<file path="config.mk">
export PLATFORM = sky130hd
export DESIGN_NAME = regbank_wb_arbiter
export DESIGN_NICKNAME = d
export VERILOG_FILES = /design/src/rtl/regbank_wb_arbiter.sv
export SDC_FILE = /design/constraint.sdc
export NUM_CORES = 1
export LEC_CHECK = 0
export BUFFER_PORTS_ARGS = -buffer_cell sky130_fd_sc_hd__buf_2
export CAP_MARGIN = 20
export CORE_MARGIN = 10
export CORE_UTILIZATION = 35
export CTS_CLUSTER_DIAMETER = 60
export DETAILED_ROUTE_END_ITERATION = 12
export GPL_ROUTABILITY_DRIVEN = 0
export GPL_TIMING_DRIVEN = 0
export PLACE_DENSITY = 0.82
export SLEW_MARGIN = 30
export SYNTH_ARGS = -nofsm -noshare
export SYNTH_HDL_FRONTEND = slang
export SYNTH_SLANG_ARGS = --single-unit
export TNS_END_PERCENT = 10
</file>
<file path="constraint.sdc">
create_clock -name CLK -period 1.9 [get_ports CLK]
set_input_delay 0.095 -clock CLK [delete_from_list [all_inputs] [get_ports CLK]]
set_output_delay 0.095 -clock CLK [all_outputs]
set_load 0.01 [all_outputs]
</file>
<file path="src/rtl/regbank_wb_arbiter.sv">
// Write-back arbiter for the 32x32 register bank: round-robin ALU/load arbitration into one registered write port.
// Define REGBANK_FWD_EN to forward the staged write onto both read ports.
module regbank_wb_arbiter #(
    parameter int unsigned size      = 32,
    parameter int unsigned mem_depth = 32
) (
    input  logic                         CLK,
    input  logic                         aRSTn,
    input  logic                         ALU_VALID,
    input  logic [$clog2(mem_depth)-1:0] ALU_RD,
    input  logic [size-1:0]              ALU_DATA,
    output logic                         ALU_READY,
    input  logic                         MEM_VALID,
    input  logic [$clog2(mem_depth)-1:0] MEM_RD,
    input  logic [size-1:0]              MEM_DATA,
    output logic                         MEM_READY,
    output logic                         ENA_WRITE,
    output logic [$clog2(mem_depth)-1:0] WRITE_REG,
    output logic [size-1:0]              WRITE_DATA,
    input  logic [$clog2(mem_depth)-1:0] READREG_1,
    input  logic [$clog2(mem_depth)-1:0] READREG_2,
    input  logic [size-1:0]              bank_data1,
    input  logic [size-1:0]              bank_data2,
    output logic [size-1:0]              read_data1,
    output logic [size-1:0]              read_data2
);

    localparam int unsigned AW = $clog2(mem_depth);
    localparam logic        GRANT_ALU = 1'b0;
    localparam logic        GRANT_MEM = 1'b1;

    logic            ena_write_q, ena_write_d;
    logic [AW-1:0]   write_reg_q, write_reg_d;
    logic [size-1:0] write_data_q, write_data_d;
    logic            last_grant_q, last_grant_d;
    logic            alu_grant_c, mem_grant_c;

    // Round-robin grant; the requester not granted last wins a tie.
    always_comb begin
        alu_grant_c = 1'b0;
        mem_grant_c = 1'b0;
        if (aRSTn) begin
            if (ALU_VALID && MEM_VALID) begin
                alu_grant_c = (last_grant_q == GRANT_MEM);
                mem_grant_c = (last_grant_q == GRANT_ALU);
            end else begin
                alu_grant_c = ALU_VALID;
                mem_grant_c = MEM_VALID;
            end
        end
    end

    assign ALU_READY = alu_grant_c;
    assign MEM_READY = mem_grant_c;

    // Output stage next state; register 0 writes are accepted but never enabled.
    always_comb begin
        ena_write_d  = 1'b0;
        write_reg_d  = write_reg_q;
        write_data_d = write_data_q;
        last_grant_d = last_grant_q;
        if (alu_grant_c) begin
            ena_write_d  = (ALU_RD != AW'(0));
            write_reg_d  = ALU_RD;
            write_data_d = ALU_DATA;
            last_grant_d = GRANT_ALU;
        end else if (mem_grant_c) begin
            ena_write_d  = (MEM_RD != AW'(0));
            write_reg_d  = MEM_RD;
            write_data_d = MEM_DATA;
            last_grant_d = GRANT_MEM;
        end
    end

    always_ff @(posedge CLK or negedge aRSTn) begin
        if (!aRSTn) begin
            ena_write_q  <= 1'b0;
            write_reg_q  <= AW'(0);
            write_data_q <= size'(0);
            last_grant_q <= GRANT_MEM;
        end else begin
            ena_write_q  <= ena_write_d;
            write_reg_q  <= write_reg_d;
            write_data_q <= write_data_d;
            last_grant_q <= last_grant_d;
        end
    end

    assign ENA_WRITE  = ena_write_q;
    assign WRITE_REG  = write_reg_q;
    assign WRITE_DATA = write_data_q;

    // Read ports: register 0 is hard zero, otherwise bank (or staged write when forwarding).
    always_comb begin
        read_data1 = bank_data1;
        read_data2 = bank_data2;
`ifdef REGBANK_FWD_EN
        if (ena_write_q && (READREG_1 == write_reg_q)) begin
            read_data1 = write_data_q;
        end
        if (ena_write_q && (READREG_2 == write_reg_q)) begin
            read_data2 = write_data_q;
        end
`endif
        if (READREG_1 == AW'(0)) begin
            read_data1 = size'(0);
        end
        if (READREG_2 == AW'(0)) begin
            read_data2 = size'(0);
        end
    end

endmodule
</file>
* Word-level counts from Yosys, hierarchy flattened
Cells that the tools add are included.
** Cells by class
- Multiplexer cells :: 14
- Bitwise gates (word level) :: 1
- Reduce and logical (&&, ||, !) cells :: 6
** Operators by type and width (number)
- 32-bit two-way mux :: 4
- 5-bit logical NOT :: 2
- 5-bit two-way mux :: 2
- 5-bit nonzero test :: 2
- 1-bit two-way mux :: 8
- 2-bit nonzero test :: 1
- 1-bit logical AND :: 1
- 1-bit inverter :: 1
** Storage, ports and cells
- Bits in registers :: 39
- Input bits :: 152
- Output and inout bits :: 104

* Depth between registers and ports, before layout
- Word-level depth :: 5
- Mapped depth :: 5
- Gate-level depth less buffers :: 3

* Worst setup path before layout
No wires, ideal clock.
- Path type :: register to register
- Start point :: reg last_grant_q
- End point :: reg write_data_q[0], in the netlist WRITE_DATA[0]
- Setup time :: 0.082 ns
- Arrival :: 1.271 ns
- Data required time :: 1.818 ns
- Path slack :: 0.547 ns
- Stages on the path, launching flop included :: 6
- Buffers on the path :: 2
- Cells stage by stage :: dfstp_2 nand2b_1 buf_2 clkbuf_1 nand3_1 a31oi_1
** On the way
- Word-level cells in the longest chain between the ends :: 4
- Elaborated cells on any way between the ends :: 7
- Those cells by class :: mux: 5; bitwise: 1; reduce/logical: 1
** RTL lines
- start: declaration :: RTL line 35 : logic last_grant_q, last_grant_d;
- start signal: assignment :: RTL line 85 : last_grant_q <= last_grant_d;
- 1-bit inverter :: RTL line 45 : mem_grant_c = (last_grant_q == GRANT_ALU);
- 1-bit two-way mux :: RTL line 43 : if (ALU_VALID && MEM_VALID) begin
- 1-bit two-way mux :: RTL line 42 : if (aRSTn) begin
- 2-bit nonzero test (no line)
- end signal: assignment :: RTL line 79 : write_data_q <= size'(0);
- end signal: assignment :: RTL line 84 : write_data_q <= write_data_d;
- end: declaration :: RTL line 34 : logic [size-1:0] write_data_q, write_data_d;
Several ways; a longest one is shown, not always the timed one.
A chain may end at the register's enable or synchronous reset.

* Worst setup path in the final report
- Start point :: reg last_grant_q
- End point :: reg write_data_q[21], in the netlist WRITE_DATA[21]
The elaborated chain is that of the path after synthesis.

==> run metrics <==
internal power 0.001876 W; internal reg-to-reg setup slack ~0.24 ns; Power Dens Cells 700.9 mW/mm^2; worst-margin pin slew 0.4947 ns; DP HPWL 9.742 mm; Die X-Extent between 100 and 150 um; IO Pins 256; drt pass-1 iters 4; Clk pwr share just over 30%; CTS Sinks 39; Comb pwr share 32.4%; Psw 0.0008476 W; period utilization slightly below 90%; count of final setup violators 0; post-route ant nets 0; Max Root-Sink Buffers 2; share of layout cells above drive strength 1 50.18%; sequential share of the synthesized area 41.61%; ANT cells 0; Switching Fraction 31.12%; outcome complete, no violations; drt via density 5.052; Worst Path Buf+Inv 2; Power Total 0.002724 W; Clock transition at path regs around 0.080 ns; grt total ovfl 0; Hold Crit Class in2reg; die height 101.9 um; RSZ-0062 raised after global routing false; overall routed net length 11.57 mm; Slowest cell on crit path dfstp_2; die area 0.01039 sq mm; Site Rows 29; CTS Buf Count 5; Crit path arrival time 1.87 ns; synthesized area per cell 8.070 sq um; FF/Latch Area 977.2 sq um; CP Launch Type flip-flop; Net Count, Synth 443; I/O Buffers 255; via count 3198; Fin Clk Skew 0.004891 ns; Leak 2.003 nW; final slew viol count 0; CTS root buffer clkbuf_8; post-DR wirelength/cell roughly 18 um; Post-CTS Setup Bufs 0; Worst Setup End Kind flip-flop; number of library cell types mapped by synthesis 20; CP delay by family, top buffers and inverters; footprint of the multi-input gates roughly 0.0012 sq mm; largest net degree at the start of global routing 39; Tot GR Track Use 20.47%; Layout Cells excl Fill between 600 and 700; antenna violations before repair 0; Fin Hold WS between 0.05 and 0.06 ns; vias in the first global route roughly 3200; Synth Register Bits 39; crit path time final 1.663 ns; WS Path Type reg2reg; max incr delay on CP 0.56 ns; Flop pwr share 37.2%; H-tree levels 2; DRC 0; core area 0.006422 sq mm; final hold vios 0; max_cap viols 0; CP cell instances nand2b_1 > buf_2 > clkbuf_1 > nand3_1 > a31oi_1; cells after synthesis 291; Worst Path Required roughly 2.1 ns; worst-path fanout max 10; worst rel slew slack 67.02%; peak supply drop 0.3317 mV; max frequency approximately 0.6 GHz; Placed Cells between 600 and 700; Mapped Area around 0.0023 sq mm; Fill cells just under 600; nets 707; 1st-iter DRT viols 123; area grow syn2layout 65.48%; CTS tree built; Yosys Warn Count 0; first-pass GRT wire length 16.99 mm; Initial Utilization 36.57%; final core utilization 60.51%; latest clock arrival within the worst-skew pair roughly 0.29 ns
-- Yosys cell counts --
library cell | n | area [sq um]
nor2_2 | 2 | 12.51
nand3_1 | 33 | 165.2
o21ai_0 | 34 | 170.2
or4_1 | 2 | 15.01
clkbuf_1 | 14 | 52.55
a221o_1 | 4 | 40.04
and2_1 | 1 | 6.260
a31oi_1 | 33 | 206.5
nor2b_1 | 69 | 431.7
a21oi_1 | 1 | 5.000
nand2b_1 | 1 | 6.260
nor2_1 | 36 | 135.1
buf_4 | 6 | 45.04
dfrtp_1 | 38 | 950.9
nand2_1 | 5 | 18.77
nor3_1 | 2 | 10.01
o21a_1 | 1 | 7.510
dfstp_2 | 1 | 26.28
a22o_1 | 1 | 8.760
buf_2 | 7 | 35.03
-- routing by layer --
| metal | up-vias | global-route usage, % | share of wire, % |
|---|---|---|---|
| li1 | 1538 | - | - |
| met1 | 1423 | 20.54 | 35 |
| met2 | 216 | 36.03 | 48 |
| met3 | 21 | 10.05 | 14 |
| met4 | 0 | 7.701 | 2.7 |
| met5 | - | 0 | 0 |
-- power by group through the flow --
stage / Clock, W / Combinational [W] / Sequential, W
floorplan: 0 / 0.000350 / 0.00109
global placement: 0 / 0.000868 / 0.00102
finish: 0.000829 / 0.000883 / 0.00101
detailed placement: 0 / 0.000880 / 0.00103
global route: 0.000863 / 0.000968 / 0.00103
CTS: 0.000837 / 0.000890 / 0.00101
-- state kept, by name, summed over array words and instances (netlist names) --
name          flops
WRITE_DATA       32
WRITE_REG         5
ENA_WRITE         1
last_grant_q      1
-- cell usage in the layout (no fill, tap or decap), types with 2 or more instances in the layout --
| cell type | netlist | routed |
|---|---|---|
| buf_4 | 6 | 7 |
| nor2_2 | 2 | 2 |
| buf_2 | 7 | 261 |
| nor2_1 | 36 | 36 |
| clkbuf_8 | 0 | 5 |
| or4_1 | 2 | 2 |
| o21ai_0 | 34 | 34 |
| bufinv_16 | 0 | 2 |
| nor3_1 | 2 | 2 |
| a221o_1 | 4 | 4 |
| dfrtp_1 | 38 | 38 |
| a31oi_1 | 33 | 33 |
| nor2b_1 | 69 | 69 |
| clkbuf_1 | 14 | 15 |
| nand3_1 | 33 | 33 |
| nand2_1 | 5 | 5 |
-- worst paths after layout --
| check | startpoint | endpoint | cells after the start |
|---|---|---|---|
| hold / removal | MEM_RD[4] | WRITE_REG[4]$_DFFE_PN0P_ | 2 |
| setup reg to reg | last_grant_q$_DFFE_PN1P_ | WRITE_DATA[21]$_DFFE_PN0P_ | 5 |
| setup / recovery | last_grant_q$_DFFE_PN1P_ | WRITE_DATA[21]$_DFFE_PN0P_ | 5 |
| hold reg to reg | last_grant_q$_DFFE_PN1P_ | last_grant_q$_DFFE_PN1P_ | 2 |
| min in group asynchronous | aRSTn | last_grant_q$_DFFE_PN1P_ | 2 |
| max in group asynchronous | aRSTn | WRITE_DATA[14]$_DFFE_PN0P_ | 3 |
-- logic make-up (layout without fill, tap and decap cells) --
| logic type | after synthesis | count (layout) | synth area share (%) |
|---|---|---|---|
| simple gates | 151 | 151 | 34.10 |
| buf+inv | 27 | 292 | 5.647 |
| flops | 39 | 39 | 41.61 |
| compound gates | 74 | 74 | 18.65 |
-- worst register-to-register path: stages, from the launching register on --
cell and delay (ns):
dfstp_2 0.56, nand2b_1 0.09, buf_2 0.16, clkbuf_1 0.41, nand3_1 0.17, a31oi_1 0.20
-- layout make-up --
cell class	instances	area share, %
Buffer	27	3.413
Clock buffer	6	1.867
Clock inverter	2	1.545
Multi-Input combinational cell	225	31.87
Sequential cell	39	25.14
Tap cell	77	2.479
Timing Repair Buffer	257	33.68
-- per-stage QoR --
stage                     instance area, sq um  setup TNS [ns]  setup WS [ns]
after detailed placement                  3721          -5.081        -0.2012
after floorplan                           2349               0         0.5467
after global placement                    3721          -3.784        -0.1453
after CTS                                 3886               0         0.2510
final                                     3886               0         0.2369
after global routing                      3886               0         0.1461
-- what timing repair did --
action                                 in CTS  in global routing
endpoints found under the hold margin      38                  0
setup endpoints to repair                   1                  0
gates resized for setup                     1                  0
hold buffers                                2                  0
(Power assumes the default switching activity.)
